File: src/rtl/instr_fetcher_pkg.sv
// Shared constants and queue entry layout for the instruction fetcher.
// Fetch FSM encodings stay local to instr_fetcher.
package instr_fetcher_pkg;

  localparam int XLEN = 32;
  localparam logic [XLEN-1:0] DEFAULT_RESET_PC = 32'h0;

  typedef logic [XLEN-1:0] word_t;

  typedef struct packed {
    word_t pc;
    word_t instr;
    word_t pred_pc;
  } iq_entry_t;

endpackage

File: src/rtl/instr_queue.sv
// Circular instruction queue: one push and one pop per cycle, flush empties it.
// Head entry is presented combinationally; storage itself is never reset.
module instr_queue
  import instr_fetcher_pkg::*;
#(
  parameter int DEPTH = 16
) (
  input  logic      clk_i,
  input  logic      reset_i,
  input  logic      en_i,
  input  logic      flush_i,
  input  logic      push_i,
  input  iq_entry_t push_data_i,
  input  logic      pop_i,
  output iq_entry_t head_o,
  output logic      empty_o,
  output logic      full_o
);

  localparam int PTR_W = $clog2(DEPTH);
  localparam logic [PTR_W:0] FULL_CNT = (PTR_W + 1)'(DEPTH);

  iq_entry_t        mem_q [DEPTH];
  logic [PTR_W-1:0] head_q, head_d;
  logic [PTR_W-1:0] tail_q, tail_d;
  logic [PTR_W:0]   count_q, count_d;
  logic             active;
  logic             do_pop;
  logic             do_push;

  assign empty_o = (count_q == '0);
  assign full_o  = (count_q == FULL_CNT);
  assign head_o  = mem_q[head_q];

  // A flush wins over any same-cycle push or pop.
  assign active  = en_i & ~flush_i;
  assign do_pop  = active & pop_i & ~empty_o;
  assign do_push = active & push_i & (~full_o | do_pop);

  always_comb begin
    head_d  = head_q;
    tail_d  = tail_q;
    count_d = count_q;
    if (en_i && flush_i) begin
      head_d  = '0;
      tail_d  = '0;
      count_d = '0;
    end else begin
      if (do_push) tail_d = tail_q + 1'b1;
      if (do_pop)  head_d = head_q + 1'b1;
      case ({do_push, do_pop})
        2'b10:   count_d = count_q + 1'b1;
        2'b01:   count_d = count_q - 1'b1;
        default: count_d = count_q;
      endcase
    end
  end

  always_ff @(posedge clk_i) begin
    if (reset_i) begin
      head_q  <= '0;
      tail_q  <= '0;
      count_q <= '0;
    end else begin
      head_q  <= head_d;
      tail_q  <= tail_d;
      count_q <= count_d;
    end
  end

  always_ff @(posedge clk_i) begin
    if (do_push) mem_q[tail_q] <= push_data_i;
  end

endmodule

File: src/rtl/instr_fetcher.sv
// Fetch front end: one outstanding ICache request, predictor-driven next PC,
// ROB redirect handling and an instruction queue feeding decode.
module instr_fetcher
  import instr_fetcher_pkg::*;
#(
  parameter logic [XLEN-1:0] RESET_PC = DEFAULT_RESET_PC,
  parameter int              IQ_DEPTH = 16
) (
  input  logic            clk_i,
  input  logic            reset_i,
  input  logic            rdy_i,
  output logic            ic_req_valid_o,
  output logic [XLEN-1:0] ic_req_pc_o,
  input  logic            ic_rsp_valid_i,
  input  logic [XLEN-1:0] ic_rsp_instr_i,
  output logic [XLEN-1:0] bp_pc_o,
  output logic [XLEN-1:0] bp_instr_o,
  input  logic [XLEN-1:0] bp_next_pc_i,
  output logic            iq_valid_o,
  output logic [XLEN-1:0] iq_instr_o,
  output logic [XLEN-1:0] iq_pc_o,
  output logic [XLEN-1:0] iq_pred_pc_o,
  input  logic            iq_pop_i,
  input  logic            rob_flush_i,
  input  logic [XLEN-1:0] rob_flush_pc_i
);

  typedef enum logic [1:0] {
    S_IDLE,
    S_WAIT,
    S_DISCARD
  } state_e;

  state_e          state_q, state_d;
  logic [XLEN-1:0] pc_q, pc_d;
  logic            iq_full;
  logic            iq_empty;
  logic            iq_push;
  iq_entry_t       push_entry;
  iq_entry_t       head_entry;

  // Checking for space at request time guarantees room when the response lands.
  assign ic_req_valid_o = ~reset_i & rdy_i & ~rob_flush_i & (state_q == S_IDLE) & ~iq_full;
  assign ic_req_pc_o    = pc_q;

  assign bp_pc_o    = pc_q;
  assign bp_instr_o = ic_rsp_instr_i;

  assign iq_push    = rdy_i & ~rob_flush_i & (state_q == S_WAIT) & ic_rsp_valid_i;
  assign push_entry = '{pc: pc_q, instr: ic_rsp_instr_i, pred_pc: bp_next_pc_i};

  instr_queue #(
    .DEPTH(IQ_DEPTH)
  ) u_queue (
    .clk_i      (clk_i),
    .reset_i    (reset_i),
    .en_i       (rdy_i),
    .flush_i    (rob_flush_i),
    .push_i     (iq_push),
    .push_data_i(push_entry),
    .pop_i      (iq_pop_i),
    .head_o     (head_entry),
    .empty_o    (iq_empty),
    .full_o     (iq_full)
  );

  assign iq_valid_o   = ~reset_i & ~iq_empty;
  assign iq_instr_o   = head_entry.instr;
  assign iq_pc_o      = head_entry.pc;
  assign iq_pred_pc_o = head_entry.pred_pc;

  // A redirect with a request still in flight must swallow that stale response.
  always_comb begin
    state_d = state_q;
    pc_d    = pc_q;
    if (rdy_i) begin
      if (rob_flush_i) begin
        pc_d = rob_flush_pc_i;
        if (state_q != S_IDLE && !ic_rsp_valid_i) state_d = S_DISCARD;
        else                                      state_d = S_IDLE;
      end else begin
        case (state_q)
          S_IDLE: begin
            if (ic_req_valid_o) state_d = S_WAIT;
          end
          S_WAIT: begin
            if (ic_rsp_valid_i) begin
              pc_d    = bp_next_pc_i;
              state_d = S_IDLE;
            end
          end
          S_DISCARD: begin
            if (ic_rsp_valid_i) state_d = S_IDLE;
          end
          default: state_d = S_IDLE;
        endcase
      end
    end
  end

  always_ff @(posedge clk_i) begin
    if (reset_i) begin
      state_q <= S_IDLE;
      pc_q    <= RESET_PC;
    end else begin
      state_q <= state_d;
      pc_q    <= pc_d;
    end
  end

endmodule

File: config.mk
export PLATFORM = sky130hd
export DESIGN_NAME = instr_fetcher
export DESIGN_NICKNAME = d
export VERILOG_FILES = /design/src/rtl/instr_fetcher_pkg.sv /design/src/rtl/instr_queue.sv /design/src/rtl/instr_fetcher.sv
export SDC_FILE = /design/constraint.sdc
export NUM_CORES = 1
export LEC_CHECK = 0
export BUFFER_PORTS_ARGS = -buffer_cell sky130_fd_sc_hd__buf_2
export CORE_UTILIZATION = 40
export DETAILED_ROUTE_END_ITERATION = 8
export GPL_TIMING_DRIVEN = 0
export SKIP_CTS_REPAIR_TIMING = 1
export SYNTH_ARGS = -nofsm -noshare
export SYNTH_HDL_FRONTEND = slang
export SYNTH_SLANG_ARGS = --single-unit
File: constraint.sdc
create_clock -name clk_i -period 30.8 [get_ports clk_i]
set_input_delay 1.54 -clock clk_i [delete_from_list [all_inputs] [get_ports clk_i]]
set_output_delay 1.54 -clock clk_i [all_outputs]
set_load 0.01 [all_outputs]
Yosys cells after proc, flatten, opt, wreduce, memory -nomap -nowiden
Memory sizes are Yosys's and may differ from the RTL's. A register that Yosys moved wholly into a read port is not among the register bits.
Index checks and enable logic that the tools add are counted.
{"block": "op_classes", "mux": 13, "n_eq_ne": 7, "n_addsub": 4, "reduce_logical": 13, "bitwise": 17}
{"cell": "$mux 32", "count": 3}
{"cell": "$and 1x1->1", "count": 12}
{"cell": "$pmux 5 s2", "count": 1}
{"cell": "$add 4x1->4 const B", "count": 2}
{"cell": "$mux 2", "count": 4}
{"cell": "$mux 4", "count": 2}
{"cell": "$reduce_bool 2->1", "count": 4}
{"cell": "$reduce_and 3->1", "count": 2}
{"cell": "$add 5x1->5 const B", "count": 1}
{"cell": "$eq 5x5->1 const B", "count": 1}
{"cell": "$logic_not 5->1", "count": 1}
{"cell": "$sub 5x1->5 const B", "count": 1}
{"cell": "$eq 2x1->1 const B", "count": 2}
{"cell": "$eq 2x2->1 const B", "count": 2}
{"cell": "$not 1->1", "count": 4}
{"cell": "$pmux 2 s2", "count": 1}
{"cell": "$reduce_or 2->1", "count": 2}
{"cell": "$ne 3x1->1 const B", "count": 1}
{"cell": "$ne 3x3->1 const B", "count": 1}
{"cell": "$logic_and 1x1->1", "count": 2}
{"cell": "$logic_not 2->1", "count": 1}
{"cell": "$mux 1", "count": 2}
{"cell": "$logic_not 1->1", "count": 1}
{"cell": "$or 1x1->1", "count": 1}
{"block": "totals", "ramBits": 1536, "out_inout_bits": 194, "wordCells": 60, "inputBits": 102, "register_bits": 47, "mem_count": 1}
{"memory": "u_queue.mem_q", "words": 16, "word_bits": 96, "rd": 1, "rd_clocked_by_memory_dff": 1, "write_ports": 1, "line": "instr_queue.sv:23", "source": "iq_entry_t mem_q [DEPTH];"}

Logic depth before layout (Yosys ltp)
{"block": "depth", "word_depth": 8, "depth_mapped": 13, "mapped_depth_nobuf": 11}

Hierarchy
From an unflattened synthesis, not the netlist that was laid out.
{"block": "unflattened", "hier_cells": 2704, "area_unflattened_um2": 60747.0}
{"mod": "instr_queue", "area_per_inst_um2": 58434.8, "n_inst": 1, "seq_area_each_um2": 46464.6, "cells_per_inst": 2472}
{"mod": "instr_fetcher", "area_per_inst_um2": 2312.2, "n_inst": 1, "seq_area_each_um2": 680.7, "cells_per_inst": 232}

Worst setup path before layout
Ideal clock, no wire load.
{"block": "synth_path", "path_type": "in2reg", "start": "input port rob_flush_i", "end": "memory u_queue.mem_q[3][0] in the netlist's numbering (enable)", "slack_ps": 18894, "t_arrival_ps": 11120, "path_buffers": 1, "required_time_ps": 30014, "stages": 4, "setup_ps": 786, "cell_sequence": "and4b_1 o31ai_4 buf_6 nor4_1"}
{"block": "synth_via", "elab_chain_cells": 8, "word_cells_on_any_way": 11, "cone_classes": "mux (2); bitwise (9)"}
{"element": "start, declared", "line": "instr_fetcher.sv:24", "source": "input logic rob_flush_i,"}
{"element": "$not 1->1 (*)", "line": "instr_queue.sv:36, instr_fetcher.sv:49"}
{"element": "$and 1x1->1 (*)", "line": "instr_queue.sv:36, instr_fetcher.sv:49"}
{"element": "$and 1x1->1, on equally long branches (2 in a row)", "line": "instr_fetcher.sv:49, instr_queue.sv:37"}
{"element": "$and 1x1->1 / $or 1x1->1 (equally long branches)", "line": "instr_queue.sv:38", "source": "assign do_push = active & push_i & (~full_o | do_pop);"}
{"element": "$and 1x1->1 (*)", "line": "instr_queue.sv:38"}
{"element": "$mux 1 (*)", "line": "instr_queue.sv:72", "source": "if (do_push) mem_q[tail_q] <= push_data_i;"}
{"element": "$mux 1 (not written as such) (*)", "line": "instr_queue.sv:72"}
{"element": "end, declared", "line": "instr_queue.sv:23"}
Mark *: on every way between the ends. The rest lies on a longest branch, timed or not.

==> metrics.md <==
| Metric | Value |
|---|---|
| Actual slew at the worst max-slew pin | 1370 ps |
| DR vias | 29,700 |
| Yosys top cell area share | 76.6% |
| Syn nets | 2,806 |
| Syn Std Cell Area | 60,200 um^2 |
| Die height | 390 um |
| Starting Density | 40.3% |
| Synth top area cells | edfxtp_1 77%, mux4_2 14%, a22oi_1 2.4% |
| Tcrit/Tclk final | 18.9% |
| Most frequent cells after synthesis | 1,536 x edfxtp_1, 384 x mux4_2, 192 x a22oi_1 |
| Slew headroom | 8.73% |
| Crit path DAT | 4270 ps |
| Cell Chain, Critical Path | buf_2 > clkbuf_1 > clkbuf_1 > mux4_2 > a22oi_1 > nand2_1 > buf_2 |
| Die area | 152,000 um^2 |
| Clock-pin transition on the worst setup and hold timing paths | 60 ps |
| HP Class | flip-flop to flip-flop |
| Final net count | 3,379 |
| Largest net degree at the start of global routing | 50 |
| GRT Total Usage | 19.9% |
| Num CTS Buffers | 158 |
| Post-route minimum period | 5810 ps |
| CP Class | flip-flop to output pin |
| I/O pins | 296 |
| Synth Flop Type | edfxtp_1 |
| Register area share after synthesis | 78.3% |
| Clock Root Buffer | clkbuf_16 |
| Worst Skew | 19.0 ps |
| CTS tree | built |
| Async SR Flop Fraction | 0% |
| Number of synthesized flops with an enable pin | 1,536 |
| Yosys Warn Count | 0 |
| Setup TNS | 0 ps |
| Netlist cell types | 47 |
| Worst vdd ir | 0.0641 mV |
| Fraction of layout instances using a drive strength above 1 | 33.8% |
| Syn Inst Count | 2,693 |
| First-pass GRT wire length | 215,000 um |
| GRT Residual Overflow | 0 |
| Startpoint types | flip-flop |
| Design Power | 4.31 mW |
| Via density | 5.49 |
| Per-cell routed wire length | 28.1 um |
| Worst-skew pair later-pin latency | 770 ps |
| Status | finished, final reports clean |
| Finish-stage setup viols | 0 |
| Global placement routability congestion | 0.767 |
| Critical Path End Type | output pin |
| Initial antenna violation count | 17 |
| Hold_ws | 527 ps |
| Fill cells | 12,400 |
| Core Region | 150,000 um^2 |
| Final Hold Viols | 0 |
| Die width | 390 um |
| H-tree lvl count | 4 |
| Final WL | 152,000 um |
| Number of global-route vias before repair | 30,000 |
| RSZ-0062 raised after global routing | false |
| Slowest stage delay, CP | 1010 ps |
| Syn Area/Cell | 22.4 um^2 |
| Residual DRC | 0 |
| FP Rows | 142 |
| DR iter-0 viols | 3,247 |
| DP HPWL | 97,600 um |
| Final instance area | 70,500 um^2 |
| Most common cell in the netlist | edfxtp_1 |
| First-pass detailed-route iteration total | 8 |
| Area after DPL | 65,700 um^2 |
| Clk buf depth | 3 |
| Maximum Capacitance Violations | 0 |
| CP max-delay cell | clkbuf_1 |
| Leak | 22.8 nW |
| Critical path required time | 29,260 ps |
| Pwr Density | 61.1 nW/um^2 |
| Max Clk Rate | 172 MHz |
| Area leader, netlist | edfxtp_1 |
| Port Buf Inserts | 295 |
| Max-slew violations | 0 |
| Clock Sinks | 1,587 |
| Routed Antenna Nets | 0 |
| Post-synthesis register bit count | 1,587 |
| CP Max Fanout | 10 |
| Layout area overhead | 17.1% |
## placed cells by master (no fill, tap or decap), drive strengths merged, types with 7 or more instances in the layout
master / n
mux4: 384
nor3: 7
clkinvlp: 8
clkbuf: 309
buf: 535
a22oi: 192
a21oi: 7
nor2: 44
and2: 8
clkinv: 51
mux2i: 35
a211oi: 33
edfxtp: 1536
inv: 13
o21ai: 8
dfxtp: 51
ha: 11
nand2: 100
## state kept, by name, indices dropped and copies added (netlist names), named ones only
name             count
u_queue.count_q      5
u_queue.head_q       4
state_q              2
u_queue.mem_q     1536
u_queue.tail_q       4
bp_pc_o             32
## metal layers
| layer | part of all wire [%] | vias to the layer above | global-route usage (%) |
|---|---|---|---|
| met3 | 8.0 | 211 | 4.97 |
| met4 | 2.2 | 10 | 4.90 |
| met5 | 0.035 | - | 0 |
| li1 | - | 12500 | - |
| met2 | 46 | 1128 | 30.5 |
| met1 | 43 | 15800 | 28.6 |
## final cells by class
cell class,count,area [um^2],area share (%)
clock inverter,66,455,0.646
inverter,10,37.5,0.0532
antenna,4,10.0,0.0142
buffer,215,1110,1.58
timing repair buffer,413,2880,4.08
sequential,1587,47100,66.8
tap,2016,2520,3.58
clock buffer,216,4380,6.21
multi-input combinational,881,12000,17.0
## worst paths after layout
check / from / endpoint / slack (ps) / cells past startpoint
max reg2reg: state_q[1] / u_queue.mem_q[15][50] / 27180 / 13
max: flip-flop / iq_pred_pc_o[12] / 24990 / 7
min reg2reg: u_queue.tail_q[3] / u_queue.tail_q[3] / 530 / 2
min: u_queue.tail_q[3] / u_queue.tail_q[3] / 530 / 2
## per-stage QoR
step / cells / utilization, % / setup slack (ps)
final: 5408 / 47.2 / 24990
after global routing: 5404 / 47.2 / 24890
after CTS: 5403 / 47.1 / 24940
after detailed placement: 5121 / 43.9 / 25780
after global placement: 5004 / 42.9 / 6860
after floorplan: 2693 / - / 18890
## power breakdown
| part | internal [mW] | switching (mW) |
|---|---|---|
| Sequential | 2.37 | 0.0188 |
| Combinational | 0.0368 | 0.0619 |
| Clock | 1.03 | 0.788 |
| Total | 3.44 | 0.869 |
## cells by family after synthesis
logic type	after synthesis	synth area share (%)
adder cells (fa/ha/maj)	11	0.229
XOR/XNOR	6	0.0872
flip-flops	1587	78.3
multiplexers	419	14.9
AO/OA/AOI/OAI	251	3.11
buffers and inverters	225	1.91
AND/OR/NAND/NOR	194	1.45
## worst max-delay path: cells and delay by family (launching register included)
kind                   cells  cell delay (ps)
AOI/OAI and AO/OA          1              180
buffers and inverters      4             2190
DFF                        1              400
muxes                      1              400
and+or+nand+nor            1              320
No activity file was read; power rests on OpenSTA's default activity.
